**src/rtl/irq_vectorer_pkg.sv**
```systemverilog
// Shared definitions for the irq_vectorer vectored interrupt controller:
// controller states, register offsets inside the 4-byte I/O window, the
// low nibble returned for a spurious acknowledge, and the vector builder.
package irq_vectorer_pkg;

    typedef enum logic [1:0] {
        IDLE     = 2'd0,
        REQ      = 2'd1,
        ACK      = 2'd2,
        WAIT_EOI = 2'd3
    } state_e;

    localparam logic [1:0] REG_MASK  = 2'd0;
    localparam logic [1:0] REG_PEND  = 2'd1;
    localparam logic [1:0] REG_VBASE = 2'd2;
    localparam logic [1:0] REG_ISR   = 2'd3;

    localparam logic [3:0] SPURIOUS_LO = 4'hF;

    // Vector placed on the bus: even slot per source, 0xF slot when nothing
    // was requesting at acknowledge time.
    function automatic logic [7:0] make_vector(input logic [3:0] vbase_hi,
                                               input logic       valid,
                                               input logic [2:0] idx);
        logic [7:0] vec;
        if (valid) begin
            vec = {vbase_hi, idx, 1'b0};
        end else begin
            vec = {vbase_hi, SPURIOUS_LO};
        end
        return vec;
    endfunction

endpackage

```
**src/rtl/irq_prio_enc.sv**
```systemverilog
// Fixed-priority encoder: reports whether any request bit is set and the
// index of the lowest set bit (bit 0 has the highest priority).
// Ports:
//   req_vec  in   8  request bits (already masked)
//   valid    out  1  at least one bit set
//   idx      out  3  index of the lowest set bit, 0 when none
module irq_prio_enc (
    input  logic [7:0] req_vec,
    output logic       valid,
    output logic [2:0] idx
);

    // Scan from the top down so the lowest set bit is the last one kept.
    always_comb begin
        valid = |req_vec;
        idx   = 3'd0;
        for (int i = 7; i >= 0; i--) begin
            idx = req_vec[i] ? i[2:0] : idx;
        end
    end

endmodule

```
**src/rtl/irq_vectorer.sv**
```systemverilog
// Eight-input vectored interrupt controller.
// Falling edges on irqn latch into pending; pending & mask selects the
// lowest-numbered source, which pulls intn low. On the CPU acknowledge the
// vector {vbase[7:4], idx, 0} (or {vbase[7:4], 0xF} if the request vanished)
// is driven on the bus and the source moves to in_service until EOI.
// I/O window IO_BASE..IO_BASE+3: mask, pending/EOI, vbase, in_service.
// Ports:
//   gclk1   in   1  system clock
//   resetn  in   1  asynchronous active-low reset
//   irqn    in   8  interrupt requests, active low, asynchronous
//   A       in   8  CPU address (low byte)
//   d_in    in   8  CPU write data
//   d_out   out  8  read data / acknowledge vector
//   d_oe    out  1  data bus output enable
//   iorqn, m1n, rdn, wrn, intan  in  CPU bus control, active low
//   intn    out  1  interrupt request to the CPU, active low, registered
module irq_vectorer
    import irq_vectorer_pkg::*;
#(
    parameter logic [7:0] IO_BASE = 8'h18,
    parameter int         NUM_IRQ = 8
) (
    input  logic               gclk1,
    input  logic               resetn,
    input  logic [NUM_IRQ-1:0] irqn,
    input  logic [7:0]         A,
    input  logic [7:0]         d_in,
    output logic [7:0]         d_out,
    output logic               d_oe,
    input  logic               iorqn,
    input  logic               m1n,
    input  logic               rdn,
    input  logic               wrn,
    input  logic               intan,
    output logic               intn
);

    // Synchronisers: stage1, stage2 and a history stage for edge detection.
    logic [NUM_IRQ-1:0] irq_s1_q, irq_s1_d;
    logic [NUM_IRQ-1:0] irq_s2_q, irq_s2_d;
    logic [NUM_IRQ-1:0] irq_h_q, irq_h_d;
    logic [2:0]         wr_sync_q, wr_sync_d;   // {history, stage2, stage1}
    logic [2:0]         ia_sync_q, ia_sync_d;   // {history, stage2, stage1}

    state_e             state_q, state_d;
    logic [NUM_IRQ-1:0] mask_q, mask_d;
    logic [NUM_IRQ-1:0] pending_q, pending_d;
    logic [NUM_IRQ-1:0] in_service_q, in_service_d;
    logic [3:0]         vbase_q, vbase_d;
    logic [7:0]         vec_q, vec_d;
    logic               spurious_q, spurious_d;
    logic               intn_q, intn_d;

    logic               sel;
    logic [NUM_IRQ-1:0] irq_fall;
    logic               wr_stb;
    logic               ia_fall;
    logic               eoi;
    logic [NUM_IRQ-1:0] ack_clr;
    logic [NUM_IRQ-1:0] req_masked;
    logic               req_valid;
    logic [2:0]         req_idx;
    logic [7:0]         rd_data;
    logic               vec_drive;

    // Register window decode; an acknowledge cycle never counts as an access.
    assign sel = ~iorqn & m1n & intan & (A[7:2] == IO_BASE[7:2]);

    assign irq_fall   = irq_h_q & ~irq_s2_q;
    assign wr_stb     = wr_sync_q[2] & ~wr_sync_q[1] & sel;
    assign ia_fall    = ia_sync_q[2] & ~ia_sync_q[1];
    assign req_masked = pending_q & mask_q;

    irq_prio_enc u_prio (
        .req_vec (req_masked),
        .valid   (req_valid),
        .idx     (req_idx)
    );

    // Next values of the synchroniser chains.
    always_comb begin
        irq_s1_d  = irqn;
        irq_s2_d  = irq_s1_q;
        irq_h_d   = irq_s2_q;
        wr_sync_d = {wr_sync_q[1:0], wrn};
        ia_sync_d = {ia_sync_q[1:0], intan};
    end

    // Register writes, controller next state and pending/in-service update.
    always_comb begin
        state_d    = state_q;
        mask_d     = mask_q;
        vbase_d    = vbase_q;
        vec_d      = vec_q;
        spurious_d = spurious_q;
        eoi        = 1'b0;
        ack_clr    = {NUM_IRQ{1'b0}};

        if (wr_stb) begin
            case (A[1:0])
                REG_MASK:  mask_d  = d_in[NUM_IRQ-1:0];
                REG_PEND:  eoi     = (state_q == WAIT_EOI);
                REG_VBASE: vbase_d = d_in[7:4];
                REG_ISR:   eoi     = 1'b0;
                default:   eoi     = 1'b0;
            endcase
        end else begin
            eoi = 1'b0;
        end

        case (state_q)
            IDLE: begin
                state_d = req_valid ? REQ : IDLE;
            end
            REQ: begin
                // The winner is re-evaluated at acknowledge time; a mask write
                // since entering REQ can leave nothing to hand out.
                if (ia_fall) begin
                    vec_d      = make_vector(vbase_q, req_valid, req_idx);
                    spurious_d = ~req_valid;
                    ack_clr    = req_valid ? ({{(NUM_IRQ-1){1'b0}}, 1'b1} << req_idx)
                                           : {NUM_IRQ{1'b0}};
                    state_d    = ACK;
                end else begin
                    state_d = REQ;
                end
            end
            ACK: begin
                if (ia_sync_q[1]) begin
                    state_d = spurious_q ? IDLE : WAIT_EOI;
                end else begin
                    state_d = ACK;
                end
            end
            WAIT_EOI: begin
                state_d = eoi ? IDLE : WAIT_EOI;
            end
            default: begin
                state_d = IDLE;
            end
        endcase

        // A new edge on the source being acknowledged survives the clear.
        pending_d    = (pending_q & ~ack_clr) | irq_fall;
        in_service_d = eoi ? {NUM_IRQ{1'b0}} : (in_service_q | ack_clr);
        intn_d       = (state_d != REQ);
    end

    // State registers; synchronisers idle high like the lines they follow.
    always_ff @(posedge gclk1 or negedge resetn) begin
        if (!resetn) begin
            irq_s1_q     <= {NUM_IRQ{1'b1}};
            irq_s2_q     <= {NUM_IRQ{1'b1}};
            irq_h_q      <= {NUM_IRQ{1'b1}};
            wr_sync_q    <= 3'b111;
            ia_sync_q    <= 3'b111;
            state_q      <= IDLE;
            mask_q       <= {NUM_IRQ{1'b0}};
            pending_q    <= {NUM_IRQ{1'b0}};
            in_service_q <= {NUM_IRQ{1'b0}};
            vbase_q      <= 4'h0;
            vec_q        <= 8'h00;
            spurious_q   <= 1'b0;
            intn_q       <= 1'b1;
        end else begin
            irq_s1_q     <= irq_s1_d;
            irq_s2_q     <= irq_s2_d;
            irq_h_q      <= irq_h_d;
            wr_sync_q    <= wr_sync_d;
            ia_sync_q    <= ia_sync_d;
            state_q      <= state_d;
            mask_q       <= mask_d;
            pending_q    <= pending_d;
            in_service_q <= in_service_d;
            vbase_q      <= vbase_d;
            vec_q        <= vec_d;
            spurious_q   <= spurious_d;
            intn_q       <= intn_d;
        end
    end

    // Bus read mux; the vector follows the raw intan so it drops as soon as
    // the CPU ends the acknowledge cycle.
    always_comb begin
        case (A[1:0])
            REG_MASK:  rd_data = mask_q;
            REG_PEND:  rd_data = pending_q;
            REG_VBASE: rd_data = {vbase_q, 4'h0};
            REG_ISR:   rd_data = in_service_q;
            default:   rd_data = 8'h00;
        endcase

        vec_drive = (state_q == ACK) & ~intan;

        if (vec_drive) begin
            d_out = vec_q;
        end else if (sel) begin
            d_out = rd_data;
        end else begin
            d_out = 8'h00;
        end

        d_oe = resetn & (vec_drive | (sel & ~rdn));
    end

    assign intn = intn_q;

endmodule

```
**config.mk**
```make
export PLATFORM = sky130hd
export DESIGN_NAME = irq_vectorer
export DESIGN_NICKNAME = d
export VERILOG_FILES = /design/src/rtl/irq_vectorer_pkg.sv /design/src/rtl/irq_prio_enc.sv /design/src/rtl/irq_vectorer.sv
export SDC_FILE = /design/constraint.sdc
export NUM_CORES = 1
export LEC_CHECK = 0
export ABC_AREA = 1
export CAP_MARGIN = 20
export CORE_ASPECT_RATIO = 0.75
export CORE_MARGIN = 2
export CORE_UTILIZATION = 55
export DETAILED_ROUTE_END_ITERATION = 16
export PLACE_DENSITY_LB_ADDON = 0.08
export SYNTH_ARGS = -nofsm -noshare
export SYNTH_HDL_FRONTEND = slang
export SYNTH_SLANG_ARGS = --single-unit
```
**constraint.sdc**
```tcl
create_clock -name gclk1 -period 2.7 [get_ports gclk1]
set_input_delay 0.27 -clock gclk1 [delete_from_list [all_inputs] [get_ports gclk1]]
set_output_delay 0.27 -clock gclk1 [all_outputs]
set_load 0.02 [all_outputs]
```
==> metrics.txt <==
run status finished, final reports clean; Placed Cells 393; Die Ht 65.8 µm; post-route setup TNS 0 ns; min-delay worst type input pin to asynchronous set/reset pin; DRC Markers 0; utilization after layout 71.3%; Worst Path Buf+Inv 2; drt first pass iters 4; slew of the pin with the lowest slew margin 0.805 ns; row cnt 22; clk_lat worst skew 0.34 ns; switching share of power 28.2%; Seq pwr share 48.6%; Worst-path clk slew 0.07 ns; final std cells w/o fill 409; Clk pwr share 33.5%; Post-Syn Area 0.00280 mm²; fin nets 375; period utilization 92.0%; CTS max path bufs 2; core area 0.00490 mm²; # fillers 368; post-CTS resize count 0; kind of critical path input pin to output port; P_int 1.82 mW; CP Data Required Time 2.43 ns; vias in the first global route 2048; min cycle time layout 2.48 ns; Leak 1.68 nW; Comb pwr share 17.9%; DIE WIDTH 86.4 µm; Num CTS Buffers 9; Initial Utilization 57.2%; WP depth 6; hold_buf cts 0; Crit path max-delay family buffers and inverters; CP endpoint kind output port; PortBufs 40; Worst path max stage delay 0.63 ns; largest net degree at the start of global routing 70; post-synthesis sequential area ratio 63.0%; Routed Antenna Nets 0; postcts setup bufs 0; # H-tree levels 3; first-pass GRT wire length 9.44 mm; maximum fanout along the worst path 8; vias 2163; Die Area 0.00569 mm²; FF-to-FF path depth 7; sw power 0.714 mW; Power Density 725 mW/mm²; layout cells sized above 1 17.8%; # IOs 41; initial antenna violation count 0; CTS tree yes; Final GP Congestion 0.911; WP data arrival 2.21 ns; #FFs+latches synth 69; RSZ-0062 raised after global routing no; via density per instance 5.29; Clock Skews 0.00375 ns; synth-to-layout area growth 24.6%; crit-path cells clkdlybuf4s50_1 > nand2_1 > o22ai_1 > a21oi_1 > o22ai_1 > clkdlybuf4s50_1; initial drt markers 250; cell count after synthesis 292; GRT Overall Usage 22.3%; Post-Syn Area per Cell 9.60 µm²; slowest stage cell on the critical path clkdlybuf4s50_1; max cap viols 0; Root Buffer Master clkbuf_8; Synthesis Warnings 0; DR WL/cell 14.0 µm; Post-Synthesis Net Count 323; Fmax achieved 403 MHz; Peak VDD IR 0.000491 V; hpwl dp 4.20 mm; Distinct cells, synth 25; Final Setup Violations 0; diode count 0; Worst setup SP type input pin; Fin. Hold Viols 0; Max Slew Vio Count 0; slew margin rel. 46.3%; final wirelength 5.74 mm; total global routing overflow 0; # clock sinks 69
==> power groups by stage <==
stage / Sequential, mW / Combinational, mW / Clock [mW]
after floorplan: 1.24 / 0.262 / 0
after global placement: 1.25 / 0.441 / 0
after detailed placement: 1.25 / 0.452 / 0
after CTS: 1.23 / 0.454 / 0.874
after global routing: 1.24 / 0.513 / 0.915
final: 1.23 / 0.454 / 0.848
==> final cells by class <==
type / count / area [µm²] / share of cell area (%)
inverter: 52 / 195 / 5.59
clock inverter: 3 / 22.5 / 0.644
clock buffer: 13 / 190 / 5.44
tap: 60 / 75.1 / 2.15
sequential: 69 / 1770 / 50.5
timing repair buffer: 43 / 418 / 12.0
multi-input combinational: 169 / 828 / 23.7
==> registers in the layout, indices dropped and copies added (netlist names) <==
register	flops
mask_q	8
state_q	2
in_service_q	8
wr_sync_q	3
irq_s1_q	8
intn	1
pending_q	8
irq_h_q	8
ia_sync_q	3
vbase_q	4
irq_h_d	8
vec_q	8
==> kinds of logic (layout without fill, tap and decap cells) <==
logic type / after synthesis / in the layout / synth area share [%]
flip-flops: 69 / 69 / 63.0
AO/OA/AOI/OAI: 62 / 62 / 12.7
buffers and inverters: 54 / 111 / 7.50
AND/OR/NAND/NOR: 107 / 107 / 16.9
==> cell usage after synthesis (all sizes together) <==
cell    instances  area (µm²)
nand2          71         277
nand3           8        40.0
o22ai          13        81.3
o21ai          27         135
a21oi          14        73.8
inv            52         195
buf             1        11.3
nor4            1        6.26
a22oi           2        15.0
dfstp          31         815
and3b           1        10.0
a21boi          1        7.51
o21a            1        7.51
dfrtp          38         951
nor3            2        15.0
a221oi          4        35.0
clkbuf          1        3.75
nand4           7        43.8
nor2           17        81.3
==> worst paths after layout <==
| check | from | endpoint | slack [ns] |
|---|---|---|---|
| setup / recovery | A[1] | d_out[3] | 0.22 |
| setup reg to reg | ia_sync_q[2] | pending_q[3] | 1.06 |
| max in group asynchronous | resetn | pending_q[3] | 2.05 |
| hold reg to reg | irq_s1_q[0] | irq_h_d[0] | 0.35 |
| hold / removal | resetn | vec_q[0] | 0.14 |
| min in group gclk1 | irqn[4] | irq_s1_q[4] | 0.33 |
==> cell usage in the layout (no fill, tap or decap), types with 2 or more instances in the layout <==
master           synthesis  layout
nand4_1                  7       7
nor2_4                   2       2
dfrtp_1                 38      38
a221oi_1                 4       4
o22ai_1                 13      13
clkbuf_8                 0      12
a22oi_1                  2       2
clkdlybuf4s50_1          0      39
o21ai_0                 27      27
a21oi_1                 13      13
nand2_1                 67      67
nand3_1                  8       8
nor2_1                  14      14
dfstp_2                 31      31
nand2_2                  4       4
buf_4                    0       3
inv_1                   51      51
==> through the flow <==
step	power, mW	instance area, µm²	setup slack [ns]	hold slack (ns)
2_1_floorplan	1.50	2800	1.12	-0.0256
3_3_place_gp	1.69	3280	0.289	0.345
3_5_place_dp	1.70	3280	0.237	0.347
4_1_cts	2.56	3490	0.229	0.174
5_1_grt	2.67	3490	0.101	0.218
6_report	2.53	3490	0.216	0.138
==> per-layer routing <==
metal  track usage, %  wire (µm)
met1             32.2       2750
met2             30.8       2430
met3             7.62        494
met4             9.18         67
met5                0          0
Power figures use the tool's default switching activity.
